File: src/rtl/m_pkg.sv
// Shared M-extension definitions: mux select encodings, funct3 and res_sel codes,
// sequencer state enum and the restoring-divide iteration count.
package m_pkg;

    localparam int unsigned MUX_MULTA_LENGTH = 2;
    localparam int unsigned MUX_MULTB_LENGTH = 2;
    localparam int unsigned MUX_R_LENGTH     = 3;
    localparam int unsigned MUX_D_LENGTH     = 2;
    localparam int unsigned MUX_Z_LENGTH     = 2;
    localparam int unsigned RES_SEL_LENGTH   = 2;
    localparam int unsigned FUNCT3_LENGTH    = 3;

    localparam int unsigned DIV_ITERS        = 32;
    localparam int unsigned DIV_CNT_W        = 5;

    // Multiplier operand A selects
    localparam logic [MUX_MULTA_LENGTH-1:0] MULTA_ZERO       = MUX_MULTA_LENGTH'(0);
    localparam logic [MUX_MULTA_LENGTH-1:0] MULTA_R_SIGNED   = MUX_MULTA_LENGTH'(1);
    localparam logic [MUX_MULTA_LENGTH-1:0] MULTA_R_UNSIGNED = MUX_MULTA_LENGTH'(2);

    // Multiplier operand B selects
    localparam logic [MUX_MULTB_LENGTH-1:0] MULTB_ZERO       = MUX_MULTB_LENGTH'(0);
    localparam logic [MUX_MULTB_LENGTH-1:0] MULTB_D_SIGNED   = MUX_MULTB_LENGTH'(1);
    localparam logic [MUX_MULTB_LENGTH-1:0] MULTB_D_UNSIGNED = MUX_MULTB_LENGTH'(2);

    // R register selects
    localparam logic [MUX_R_LENGTH-1:0] R_KEEP       = MUX_R_LENGTH'(0);
    localparam logic [MUX_R_LENGTH-1:0] R_A          = MUX_R_LENGTH'(1);
    localparam logic [MUX_R_LENGTH-1:0] R_A_NEG      = MUX_R_LENGTH'(2);
    localparam logic [MUX_R_LENGTH-1:0] R_SUB_KEEP   = MUX_R_LENGTH'(3);
    localparam logic [MUX_R_LENGTH-1:0] R_MULT_LOWER = MUX_R_LENGTH'(4);

    // D register selects
    localparam logic [MUX_D_LENGTH-1:0] D_KEEP  = MUX_D_LENGTH'(0);
    localparam logic [MUX_D_LENGTH-1:0] D_B     = MUX_D_LENGTH'(1);
    localparam logic [MUX_D_LENGTH-1:0] D_B_NEG = MUX_D_LENGTH'(2);
    localparam logic [MUX_D_LENGTH-1:0] D_SHR   = MUX_D_LENGTH'(3);

    // Z register selects
    localparam logic [MUX_Z_LENGTH-1:0] Z_KEEP       = MUX_Z_LENGTH'(0);
    localparam logic [MUX_Z_LENGTH-1:0] Z_ZERO       = MUX_Z_LENGTH'(1);
    localparam logic [MUX_Z_LENGTH-1:0] Z_SHL_ADD    = MUX_Z_LENGTH'(2);
    localparam logic [MUX_Z_LENGTH-1:0] Z_MULT_UPPER = MUX_Z_LENGTH'(3);

    // Result stage source selects
    localparam logic [RES_SEL_LENGTH-1:0] RES_Z    = RES_SEL_LENGTH'(0);
    localparam logic [RES_SEL_LENGTH-1:0] RES_R    = RES_SEL_LENGTH'(1);
    localparam logic [RES_SEL_LENGTH-1:0] RES_ONES = RES_SEL_LENGTH'(2);

    // funct3 op codes
    localparam logic [FUNCT3_LENGTH-1:0] F3_MUL    = FUNCT3_LENGTH'(0);
    localparam logic [FUNCT3_LENGTH-1:0] F3_MULH   = FUNCT3_LENGTH'(1);
    localparam logic [FUNCT3_LENGTH-1:0] F3_MULHSU = FUNCT3_LENGTH'(2);
    localparam logic [FUNCT3_LENGTH-1:0] F3_MULHU  = FUNCT3_LENGTH'(3);
    localparam logic [FUNCT3_LENGTH-1:0] F3_DIV    = FUNCT3_LENGTH'(4);
    localparam logic [FUNCT3_LENGTH-1:0] F3_DIVU   = FUNCT3_LENGTH'(5);
    localparam logic [FUNCT3_LENGTH-1:0] F3_REM    = FUNCT3_LENGTH'(6);
    localparam logic [FUNCT3_LENGTH-1:0] F3_REMU   = FUNCT3_LENGTH'(7);

    typedef enum logic [2:0] {
        S_IDLE     = 3'd0,
        S_LOAD     = 3'd1,
        S_MUL_OPS  = 3'd2,
        S_MUL_WAIT = 3'd3,
        S_MUL_WB   = 3'd4,
        S_DIV_ITER = 3'd5,
        S_DONE     = 3'd6
    } m_state_t;

    // Operation captured at acceptance
    typedef struct packed {
        logic [FUNCT3_LENGTH-1:0] funct3;
        logic                     rs1_sign;
        logic                     rs2_sign;
        logic                     rs2_zero;
    } m_op_t;

endpackage

File: src/rtl/m_op_decode.sv
// Combinational funct3 decode into op class and operand signed-ness.
module m_op_decode
    import m_pkg::*;
(
    input  logic [2:0] funct3,
    output logic       is_div,
    output logic       is_rem,
    output logic       is_high,
    output logic       a_signed,
    output logic       b_signed
);

    // Class and signed-ness lookup
    always_comb begin
        is_div   = 1'b0;
        is_rem   = 1'b0;
        is_high  = 1'b0;
        a_signed = 1'b0;
        b_signed = 1'b0;
        case (funct3)
            F3_MUL: begin
            end
            F3_MULH: begin
                is_high  = 1'b1;
                a_signed = 1'b1;
                b_signed = 1'b1;
            end
            F3_MULHSU: begin
                is_high  = 1'b1;
                a_signed = 1'b1;
            end
            F3_MULHU: begin
                is_high  = 1'b1;
            end
            F3_DIV: begin
                is_div   = 1'b1;
                a_signed = 1'b1;
                b_signed = 1'b1;
            end
            F3_DIVU: begin
                is_div   = 1'b1;
            end
            F3_REM: begin
                is_div   = 1'b1;
                is_rem   = 1'b1;
                a_signed = 1'b1;
                b_signed = 1'b1;
            end
            default: begin
                is_div   = 1'b1;
                is_rem   = 1'b1;
            end
        endcase
    end

endmodule

File: src/rtl/m_control.sv
// M-extension sequencer: accepts a MUL/DIV-class op and drives the datapath
// register and multiplier selects state by state; all outputs are registered
// and aligned with the state they belong to.
// Optional feature: define M_DIV_ZERO_BYPASS_EN to short-circuit divide by zero
// straight from LOAD to DONE.
module m_control
    import m_pkg::*;
(
    input  logic                        clk,
    input  logic                        resetn,
    input  logic                        start,
    input  logic [2:0]                  funct3,
    input  logic                        rs1_sign,
    input  logic                        rs2_sign,
    input  logic                        rs2_zero,
    input  logic                        sub_neg,
    output logic                        busy,
    output logic                        done,
    output logic [MUX_MULTA_LENGTH-1:0] mux_multA,
    output logic [MUX_MULTB_LENGTH-1:0] mux_multB,
    output logic [MUX_R_LENGTH-1:0]     mux_R,
    output logic [MUX_D_LENGTH-1:0]     mux_D,
    output logic [MUX_Z_LENGTH-1:0]     mux_Z,
    output logic [1:0]                  res_sel,
    output logic                        neg_result
);

`ifdef M_DIV_ZERO_BYPASS_EN
    localparam bit ZERO_BYPASS = 1'b1;
`else
    localparam bit ZERO_BYPASS = 1'b0;
`endif

    m_state_t                    state_q, state_d;
    m_op_t                       op_q, op_d;
    logic [DIV_CNT_W-1:0]        cnt_q, cnt_d;
    logic                        busy_q, busy_d;
    logic                        done_q, done_d;
    logic [MUX_MULTA_LENGTH-1:0] mux_multa_q, mux_multa_d;
    logic [MUX_MULTB_LENGTH-1:0] mux_multb_q, mux_multb_d;
    logic [MUX_R_LENGTH-1:0]     mux_r_q, mux_r_d;
    logic [MUX_D_LENGTH-1:0]     mux_d_q, mux_d_d;
    logic [MUX_Z_LENGTH-1:0]     mux_z_q, mux_z_d;
    logic [RES_SEL_LENGTH-1:0]   res_sel_q, res_sel_d;
    logic                        neg_result_q, neg_result_d;

    logic dec_is_div;
    logic dec_is_rem;
    logic dec_is_high;
    logic dec_a_signed;
    logic dec_b_signed;
    logic zero_bypass;

    // sub_neg steers the datapath directly through SUB_KEEP; sequencing never looks at it
    logic unused_sub_neg;
    assign unused_sub_neg = sub_neg;

    // Capture the op only when a start is accepted in IDLE
    always_comb begin
        op_d = op_q;
        if ((state_q == S_IDLE) && start) begin
            op_d = '{funct3: funct3, rs1_sign: rs1_sign,
                     rs2_sign: rs2_sign, rs2_zero: rs2_zero};
        end
    end

    m_op_decode u_op_decode (
        .funct3   (op_d.funct3),
        .is_div   (dec_is_div),
        .is_rem   (dec_is_rem),
        .is_high  (dec_is_high),
        .a_signed (dec_a_signed),
        .b_signed (dec_b_signed)
    );

    assign zero_bypass = ZERO_BYPASS && dec_is_div && op_d.rs2_zero;

    // Next state, iteration counter, and outputs decoded from next state and op
    always_comb begin
        state_d      = state_q;
        cnt_d        = cnt_q;
        busy_d       = 1'b0;
        done_d       = 1'b0;
        mux_multa_d  = MULTA_ZERO;
        mux_multb_d  = MULTB_ZERO;
        mux_r_d      = R_KEEP;
        mux_d_d      = D_KEEP;
        mux_z_d      = Z_KEEP;
        res_sel_d    = RES_Z;
        neg_result_d = 1'b0;

        case (state_q)
            S_IDLE: begin
                cnt_d = '0;
                if (start) begin
                    state_d = S_LOAD;
                end
            end
            S_LOAD: begin
                cnt_d = '0;
                if (!dec_is_div) begin
                    state_d = S_MUL_OPS;
                end else if (zero_bypass) begin
                    state_d = S_DONE;
                end else begin
                    state_d = S_DIV_ITER;
                end
            end
            S_MUL_OPS:  state_d = S_MUL_WAIT;
            S_MUL_WAIT: state_d = S_MUL_WB;
            S_MUL_WB:   state_d = S_DONE;
            S_DIV_ITER: begin
                if (cnt_q == DIV_CNT_W'(DIV_ITERS - 1)) begin
                    cnt_d   = '0;
                    state_d = S_DONE;
                end else begin
                    cnt_d = cnt_q + 1'b1;
                end
            end
            S_DONE:  state_d = S_IDLE;
            default: state_d = S_IDLE;
        endcase

        busy_d = (state_d != S_IDLE);
        done_d = (state_d == S_DONE);

        case (state_d)
            S_LOAD: begin
                mux_z_d = Z_ZERO;
                mux_r_d = (dec_is_div && dec_a_signed && op_d.rs1_sign && !zero_bypass)
                          ? R_A_NEG : R_A;
                mux_d_d = (dec_is_div && dec_b_signed && op_d.rs2_sign && !zero_bypass)
                          ? D_B_NEG : D_B;
            end
            S_MUL_OPS, S_MUL_WAIT: begin
                mux_multa_d = dec_a_signed ? MULTA_R_SIGNED : MULTA_R_UNSIGNED;
                mux_multb_d = dec_b_signed ? MULTB_D_SIGNED : MULTB_D_UNSIGNED;
            end
            S_MUL_WB: begin
                mux_multa_d = dec_a_signed ? MULTA_R_SIGNED : MULTA_R_UNSIGNED;
                mux_multb_d = dec_b_signed ? MULTB_D_SIGNED : MULTB_D_UNSIGNED;
                mux_r_d     = R_MULT_LOWER;
                mux_z_d     = Z_MULT_UPPER;
            end
            S_DIV_ITER: begin
                mux_r_d = R_SUB_KEEP;
                mux_z_d = Z_SHL_ADD;
                mux_d_d = D_SHR;
            end
            S_DONE: begin
                if (!dec_is_div) begin
                    res_sel_d = dec_is_high ? RES_Z : RES_R;
                end else if (zero_bypass) begin
                    res_sel_d = dec_is_rem ? RES_R : RES_ONES;
                end else if (dec_is_rem) begin
                    res_sel_d    = RES_R;
                    neg_result_d = dec_a_signed && op_d.rs1_sign;
                end else begin
                    res_sel_d    = RES_Z;
                    neg_result_d = dec_a_signed && (op_d.rs1_sign ^ op_d.rs2_sign)
                                   && !op_d.rs2_zero;
                end
            end
            default: begin
            end
        endcase
    end

    // State, op and output registers with synchronous active-low reset
    always_ff @(posedge clk) begin
        if (!resetn) begin
            state_q      <= S_IDLE;
            op_q         <= '0;
            cnt_q        <= '0;
            busy_q       <= 1'b0;
            done_q       <= 1'b0;
            mux_multa_q  <= MULTA_ZERO;
            mux_multb_q  <= MULTB_ZERO;
            mux_r_q      <= R_KEEP;
            mux_d_q      <= D_KEEP;
            mux_z_q      <= Z_KEEP;
            res_sel_q    <= RES_Z;
            neg_result_q <= 1'b0;
        end else begin
            state_q      <= state_d;
            op_q         <= op_d;
            cnt_q        <= cnt_d;
            busy_q       <= busy_d;
            done_q       <= done_d;
            mux_multa_q  <= mux_multa_d;
            mux_multb_q  <= mux_multb_d;
            mux_r_q      <= mux_r_d;
            mux_d_q      <= mux_d_d;
            mux_z_q      <= mux_z_d;
            res_sel_q    <= res_sel_d;
            neg_result_q <= neg_result_d;
        end
    end

    assign busy       = busy_q;
    assign done       = done_q;
    assign mux_multA  = mux_multa_q;
    assign mux_multB  = mux_multb_q;
    assign mux_R      = mux_r_q;
    assign mux_D      = mux_d_q;
    assign mux_Z      = mux_z_q;
    assign res_sel    = res_sel_q;
    assign neg_result = neg_result_q;

endmodule

File: config.mk
export PLATFORM = sky130hd
export DESIGN_NAME = m_control
export DESIGN_NICKNAME = d
export VERILOG_FILES = /design/src/rtl/m_pkg.sv /design/src/rtl/m_op_decode.sv /design/src/rtl/m_control.sv
export SDC_FILE = /design/constraint.sdc
export NUM_CORES = 1
export LEC_CHECK = 0
export CAP_MARGIN = 20
export CELL_PAD_IN_SITES_DETAIL_PLACEMENT = 0
export CELL_PAD_IN_SITES_GLOBAL_PLACEMENT = 1
export CORE_ASPECT_RATIO = 0.7
export CORE_MARGIN = 10
export CORE_UTILIZATION = 40
export DETAILED_ROUTE_END_ITERATION = 10
export PLACE_DENSITY_LB_ADDON = 0.1
export SKIP_CTS_REPAIR_TIMING = 1
export SYNTH_ARGS = -nofsm -noshare
export SYNTH_HDL_FRONTEND = slang
export SYNTH_HIERARCHICAL = 1
export SYNTH_SLANG_ARGS = --single-unit
File: constraint.sdc
create_clock -name clk -period 4.2 [get_ports clk]
set_input_delay 0.63 -clock clk [delete_from_list [all_inputs] [get_ports clk]]
set_output_delay 0.63 -clock clk [all_outputs]
set_load 0.03 [all_outputs]
==> results of run 1 <==
## layer usage
layer  global-route usage  vias up
li1                     -      516
met4              0.04762        0
met2               0.1232       25
met1               0.1283      454
met5                    0        -
met3              0.06731        6
## sequential cells by signal, indices dropped and copies added, names as in the netlist
| name | flops |
|---|---|
| cnt_q | 5 |
| mux_multB | 2 |
| mux_multA | 2 |
| busy | 1 |
| res_sel | 1 |
| done | 1 |
| mux_D | 2 |
| state_q | 3 |
| mux_Z | 2 |
| mux_R | 3 |
| neg_result | 1 |
| op_q | 6 |
## cells in the final DEF, fill, tap and decap left out, types with 3 or more instances in the layout
master / n
nand2_1: 6
mux2i_1: 3
dfxtp_1: 29
nor2_1: 25
and2_1: 7
clkdlybuf4s50_1: 23
inv_1: 3
nor2b_1: 4
o21a_1: 4
mux2_2: 4
clkbuf_8: 5
clkbuf_1: 3
o21ai_0: 6
a21oi_1: 7
## how the worst max path moves through the flow
stage / start / end / slack (ns) / cells past startpoint
floorplan: start / neg_result / 1.66 / 6
global placement: start / neg_result / 0.84 / 7
detailed placement: start / neg_result / 0.81 / 7
CTS: start / neg_result / 1.09 / 7
global route: start / neg_result / 0.97 / 7
finish: start / neg_result / 1.10 / 7
## critical path: cells and delay by family
family	cells	cell delay, ns
AND/OR/NAND/NOR	4	1.54
multiplexers	1	0.52
buffers and inverters	1	0.51
AO/OA/AOI/OAI	1	0.13
## power by group through the flow
| stage | clock network [W] | logic (W) | registers (W) |
|---|---|---|---|
| 3_3_place_gp | 0 | 0.000265 | 0.000346 |
| 4_1_cts | 0.000221 | 0.000268 | 0.000342 |
| 3_5_place_dp | 0 | 0.000266 | 0.000347 |
| 2_1_floorplan | 0 | 0.000163 | 0.000373 |
| 6_report | 0.000214 | 0.000265 | 0.000342 |
| 5_1_grt | 0.000241 | 0.000294 | 0.000347 |
## stage by stage
| stage | setup WS (ns) | hold WS, ns | area [sq um] | power, W | cells |
|---|---|---|---|---|---|
| 2_1_floorplan | 1.658 | 0.4539 | 1275 | 0.0005358 | 140 |
| 3_3_place_gp | 0.8350 | 0.4697 | 1510 | 0.0006116 | 193 |
| 3_5_place_dp | 0.8094 | 0.4822 | 1510 | 0.0006128 | 193 |
| 4_1_cts | 1.088 | 0.4898 | 1590 | 0.0008301 | 201 |
| 5_1_grt | 0.9673 | 0.5339 | 1590 | 0.0008817 | 201 |
| 6_report | 1.097 | 0.4890 | 1590 | 0.0008205 | 201 |
## cells by family after synthesis
kind of cell / share of synthesized area
adders and majority gates: 0.01962
AOI/OAI and AO/OA: 0.1315
muxes: 0.07065
and+or+nand+nor: 0.2709
DFF: 0.4554
xor gates and xnor gates: 0.006871
buffers and inverters: 0.04220
other: 0.002941
## area by class of cell
class | count | area (sq um) | area share
multi-input combinational | 100 | 640.6 | 0.4028
sequential | 29 | 580.6 | 0.3651
timing repair buffer | 23 | 230.2 | 0.1448
clock buffer | 8 | 80.08 | 0.05035
tap | 38 | 47.55 | 0.02990
inverter | 3 | 11.26 | 0.007081
==> results.toml, run 1 <==
[global_routing]
grt_pass1_vias = 957
antenna_found_initial = 0
track_usage = 0.1002
grt_pass1_wl_microns = 4526
overflow = 0
grt_max_degree = 18

[setup_path]
end_kind = "register"
r2r_start = "state_q[0]"
crit_chain = "clkdlybuf4s50_1 > nor4b_4 > mux2_2 > and2_2 > or4b_2 > nand3_1 > a32o_1"
worstPathRequired_ns = 4.42
worstPathMaxFanout = 13
r2r_end = "neg_result"
cp-start-kind = "input pin"
reg2reg_depth = 6
crit_arrival_ns = 3.32
r2r_slack_ns = 1.42
cpPeakStageDelay_ns = 0.63
crit_type = "input pin to register"
crit_slowest_cell = "or4b_2"

[worst_hold_path]
hp-class = "register to register"
hold_path_depth = 2
worstHoldStart = "cnt_q[3]"
hold-path-endpoint = "cnt_q[3]"

[synth]
yosysMostFrequentCell = "dfxtp_1"
seq_area_frac_synth = 0.4553
async_reset_ff_frac = 0
yosysTopAreaCell = "dfxtp_1"
synth_edf_count = 0
synth_common_cells = "dfxtp_1, nor2_1, a21oi_1, and2_1"
synthCells = 140
synth_cell_type_count = 43
ys_warn_count = 6
synth_top_area_frac = 0.4553
synth_ff_type = "dfxtp_1"
ys_seq_elements = 29
synth_area_per_cell_sq_um = 9.107
netlist_area_sq_um = 1275
synth_nets = 152
synthTopCellsByArea = "dfxtp_1, nor2_1, mux2_2, and2_1, a21oi_1"

[power]
cellLeakagePower_nw = 0.6286
p_comb_frac = 0.323
p_per_area_nw_per_um2 = 516.0
internal-power_w = 0.0005449
clockPowerShare = 0.261
pwr-share-seq = 0.417
ir_drop_mv = 0.2588
swShare = 0.3359
power_switching_w = 0.0002756

[route]
via_count = 1001
ant_nets = 0
drc_errors = 0
drt_first_pass_iters = 4
drtIter0Drc = 53
dr_wl_met3_microns = 312
wl_microns = 2712
dr.max_layer_used = "met4"
vias_per_cell = 4.980
wl_met1_microns = 1354
wl_met2_microns = 998
wire_per_inst_microns = 13.49

[floorplanning]
fp.dieArea_sq_um = 5882
initial_core_util = 0.4106
core-area_sq_um = 3105
ios = 26
die_x_microns = 87.48
rows = 17
fp.dieH_microns = 67.24

[cts]
cts_root_buf = "clkbuf_8"
clk_latency_ns = 0.28
clkTransAtPathRegs_ns = 0.06
cts-htree-levels = 2
cts_tree = "yes"
cts_made_buffers = 5
clockBufferDepth = 2
cts_sinks = 29

[job]
max_cap_viol_count = 0

[status]
outcome = "finished, final reports clean"

[timing]
finalSetupTns_ns = 0
drv_slew = 0
finalCritPeriodShare = 0.7389
fmax_mhz = 322.2
rsz0062_at_grt = "false"
fin_skew_ns = 0.003262
tightestPinTransition_ns = 0.6224
setup_viol = 0
max_slew_margin = 0.5833
period_needed_ns = 3.103
hold_viol = 0

[layout]
utilization = 0.5121
syn2layout_area_growth_pct = 24.73
nets = 174
drive_gt1_frac = 0.1104
diodes = 0
fillers = 299

[place]
dpl.hpwl_microns = 2017
finalWeightedCongestion = 0.7286
io_buffers = 23
Note: power is estimated with default switching activity, not from simulation.
==> run 2: changes to the inputs <==
CORE_UTILIZATION = 34   (was 40)
clock period = 2.61 ns   (was 4.2 ns; I/O delays follow)
==> results.toml, run 2 (synthesized netlist as in run 1, its figures left out) <==
[timing]
period_needed_ns = 2.437
fmax_mhz = 410.3
rsz0062_at_grt = "false"
finalCritPeriodShare = 0.9339
setup_viol = 0
drv_slew = 0
fin_skew_ns = 0.008130
hold_viol = 0
worst_hold_slack_ns = 0.4988

[floorplanning]
core-area_sq_um = 3558
fp.dieArea_sq_um = 6638
die_x_microns = 93.19
rows = 18
ios = 26
fp.dieH_microns = 71.24
initial_core_util = 0.3583

[layout]
fillers = 360
diodes = 0
top_regs = "op_q: 6 flops, cnt_q: 5 flops"
largest-register = "op_q"
drive_gt1_frac = 0.1734
syn2layout_area_growth_pct = 32.87
largest_reg_flops = 6
layout.cells.non_filler = 223
mostFrequentLayoutCell = "dfxtp_1"
nets = 185
design_area_sq_um = 1694
layout_common_cells = "dfxtp_1, nor2_1, clkdlybuf4s50_1"

[route]
drtIter0Drc = 51
vias_per_cell = 4.659
drt_first_pass_iters = 4
wire_per_inst_microns = 13.32
wl_microns = 2970
drc_errors = 0
via_count = 1039
ant_nets = 0

[status]
outcome = "finished, final reports clean"

[global_routing]
overflow = 0
grt_max_degree = 17
track_usage = 0.09630
antenna_found_initial = 0
grt_pass1_vias = 1019
grt_pass1_wl_microns = 5023

[place]
io_buffers = 23
finalWeightedCongestion = 0.7774
placed_cell_area_sq_um = 1608
placedCellCount = 216
dpl.hpwl_microns = 2253

[setup_path]
end_kind = "register"
reg2reg_depth = 6
r2r_slack_ns = 0.37
cp-start-kind = "input pin"
crit_type = "input pin to register"
worstPathRequired_ns = 2.84
r2r_start = "state_q[0]"
worstPathMaxFanout = 4
crit_arrival_ns = 2.66
r2r_end = "neg_result"

[cts]
clk_latency_ns = 0.28
cts_root_buf = "clkbuf_8"
clkTransAtPathRegs_ns = 0.06
cts_sinks = 29
cts_tree = "yes"
clockBufferDepth = 2
cts-htree-levels = 2
cts_made_buffers = 5

[worst_hold_path]
hold-path-endpoint = "op_q[0]"
worstHoldStart = "op_q[0]"
hp-class = "register to register"
hold_path_depth = 2

[power]
p_per_area_nw_per_um2 = 836.7
ir_drop_mv = 0.3146
finalPower_w = 0.001417
cellLeakagePower_nw = 0.6893

[job]
max_cap_viol_count = 0
[run 2: through the flow]
stage / worst slack (ns) / utilization / setup TNS, ns
3_5_place_dp: -0.1229 / 0.4518 / -0.1424
3_3_place_gp: -0.08813 / 0.4518 / -0.09387
6_report: 0.1726 / 0.4761 / 0
2_1_floorplan: 0.2570 / - / 0
5_1_grt: 0.04101 / 0.4761 / 0
4_1_cts: 0.1617 / 0.4761 / 0
[run 2: area by class of cell]
cell class | instances | area [sq um] | share of cell area
multi-input combinational | 100 | 640.6 | 0.3781
inverter | 3 | 11.26 | 0.006647
timing repair buffer | 34 | 312.8 | 0.1846
clock buffer | 7 | 86.33 | 0.05096
sequential | 29 | 580.6 | 0.3427
tap | 50 | 62.56 | 0.03693
[run 2: power by group]
part	internal, W	total [W]	switching (W)
Sequential	0.000500	0.000523	0.0000230
Combinational	0.000235	0.000519	0.000284
Clock	0.000209	0.000376	0.000167
[run 2: per-layer routing]
| layer | global-route usage | vias up | share of wire |
|---|---|---|---|
| met1 | 0.1289 | 462 | 0.54 |
| li1 | - | 542 | - |
| met2 | 0.1241 | 27 | 0.38 |
| met4 | 0.05119 | 0 | 0.021 |
| met3 | 0.04370 | 8 | 0.061 |
| met5 | 0 | - | 0 |
[run 2: critical path: stages]
cell and delay, ns:
clkdlybuf4s50_1 0.50, nor4b_4 0.33, mux2_2 0.39, and2_2 0.21, or4b_2 0.63, nand3_1 0.09, a32o_1 0.12
[run 2: how the worst max path moves through the flow]
stage,from,end,slack (ns),cells past startpoint
detailed placement,start,neg_result,-0.12,7
global placement,start,neg_result,-0.09,7
global route,start,neg_result,0.04,7
CTS,start,neg_result,0.16,7
finish,start,neg_result,0.17,7
floorplan,state_q[2],neg_result,0.26,7
==> run 3: changes to the inputs <==
ABC_AREA = 1   (was not set)
CORE_UTILIZATION = 33   (was 34)
clock period = 2 ns   (was 2.61 ns; I/O delays follow)
==> results.toml, run 3 <==
[status]
outcome = "finished, final reports clean"

[setup_path]
r2r_start = "state_q[1]"
crit_buf_inv = 4
worstPathRequired_ns = 2.23
cpLargestDelayFamily = "simple AND/OR/NAND/NOR gates"
cp-start-kind = "register"
r2r_slack_ns = 0.08
crit_chain = "nor2_4 > nand2_4 > buf_4 > o21ai_4 > inv_2 > inv_2 > nand3_2 > nand3_2 > inv_2 > or2_2 > nor2_1 > nand3_1 > a21oi_2"
worstPathMaxFanout = 5
crit_type = "register to register"
r2r_end = "neg_result"
end_kind = "register"
timing.critical_path.mode_cell = "inv_2"
cpPeakStageDelay_ns = 0.33
reg2reg_depth = 13
crit_arrival_ns = 2.15
crit_slowest_cell = "dfxtp_2"

[floorplanning]
initial_core_util = 0.3560
ios = 26
rows = 18
fp.dieArea_sq_um = 6885
core-area_sq_um = 3649
die_x_microns = 94.98
fp.dieH_microns = 72.49

[layout]
largest_reg_flops = 6
fillers = 372
largest-register = "op_q"
syn2layout_area_growth_pct = 47.50
design_area_sq_um = 1916
drive_gt1_frac = 0.3242
layout_common_cells = "nand2_1, dfxtp_1, buf_4"
utilization = 0.5250
mostFrequentLayoutCell = "nand2_1"
top_regs = "op_q: 6 flops, cnt_q: 5 flops"
nets = 230
diodes = 0

[synth]
synth_ff_type = "dfxtp_1"
synth_cell_type_count = 30
synth_area_per_cell_sq_um = 7.824
ys_seq_elements = 29
synth_edf_count = 0
synth_top_area_frac = 0.4470
synthTopCellsByArea = "dfxtp_1, nand2_1, a21oi_1, inv_1, nor2_1"
yosysTopAreaCell = "dfxtp_1"
seq_area_frac_synth = 0.4470
synth_common_cells = "dfxtp_1, nand2_1, inv_1"
netlist_area_sq_um = 1299
synth_nets = 178
yosysMostFrequentCell = "dfxtp_1"
ys_warn_count = 6
synthCells = 166
async_reset_ff_frac = 0

[cts]
cts_root_buf = "clkbuf_8"
cts_sinks = 29
clockBufferDepth = 2
clkTransAtPathRegs_ns = 0.06
cts-htree-levels = 2
cts_tree = "yes"
clk_latency_ns = 0.28
cts_made_buffers = 5

[place]
pre_cts_slack_ns = -0.4058
dpl.hpwl_microns = 2633
io_buffers = 23
finalWeightedCongestion = 0.7244
placed_cell_area_sq_um = 1745

[worst_hold_path]
hp-class = "register to register"
worstHoldStart = "cnt_q[3]"
hold-path-endpoint = "cnt_q[3]"
hold_path_depth = 2

[timing]
worst_hold_slack_ns = 0.4676
fin_skew_ns = 0.001636
period_needed_ns = 1.921
finalCritPeriodShare = 0.9607
worst_slack_ns = 0.07867
hold_viol = 0
drv_slew = 0
setup_viol = 0
fmax_mhz = 520.5

[route]
drc_errors = 0
wl_microns = 3396
via_count = 1186
vias_per_cell = 4.409
drtIter0Drc = 58
ant_nets = 0
drt_first_pass_iters = 4
wire_per_inst_microns = 12.62

[power]
ir_drop_mv = 0.8130
finalPower_w = 0.003447
p_per_area_nw_per_um2 = 1800
cellLeakagePower_nw = 0.9015

[global_routing]
antenna_found_initial = 0
grt_pass1_vias = 1149
overflow = 0
track_usage = 0.1026
grt_max_degree = 11
grt_pass1_wl_microns = 5506

[job]
max_cap_viol_count = 0
-- run 3: final cells by class --
cell class	count	area, sq um	share of cell area
clock inverters	3	65.06	0.03396
repair buffers	49	427.9	0.2234
inverters	27	101.3	0.05291
flip-flops and latches	29	584.3	0.3050
well taps	50	62.56	0.03266
multi-input cells	106	605.6	0.3161
clock buffers	5	68.82	0.03592
-- run 3: worst reg2reg max path: stages (launching register included) --
cell     delay (ns)
dfxtp_2        0.33
nor2_4         0.14
nand2_4        0.09
buf_4          0.15
o21ai_4        0.16
inv_2          0.08
inv_2          0.07
nand3_2        0.08
nand3_2        0.10
inv_2          0.05
or2_2          0.28
nor2_1         0.09
nand3_1        0.11
a21oi_2        0.13
-- run 3: kinds of logic (layout without fill, tap and decap cells) --
group | Yosys count | in the layout | share of synthesized area
and+or+nand+nor | 77 | 77 | 0.3141
other | 1 | 1 | 0.002887
AOI/OAI and AO/OA | 26 | 26 | 0.1185
adders and majority gates | 2 | 2 | 0.01926
DFF | 29 | 29 | 0.4470
buffers and inverters | 31 | 84 | 0.09826
-- run 3: per-stage QoR --
step	cells	TNS (ns)
after floorplan	166	0
after global placement	259	-3.003
after detailed placement	259	-3.680
after CTS	267	-0.1395
after global routing	269	-0.02873
final	269	0
-- run 3: how the worst max path moves through the flow --
stage	cells after the start	startpoint	end	slack [ns]
final	13	state_q[1]	neg_result	0.08
after global routing	13	state_q[1]	neg_result	-0.03
after CTS	16	start	neg_result	-0.12
after detailed placement	16	start	neg_result	-0.41
after global placement	16	start	neg_result	-0.32
after floorplan	15	state_q[1]	neg_result	0.03
-- run 3: metal layers --
layer,vias up,global-route usage,part of all wire
met5,-,0,0
met4,0,0.04139,0.015
met3,7,0.05755,0.087
met2,26,0.1436,0.43
met1,532,0.1263,0.47
li1,621,-,-
-- run 3: report_power, final --
group / internal, W / switching [W]
Sequential: 0.000735 / 0.0000626
Clock: 0.000494 / 0.000233
Combinational: 0.000868 / 0.00105
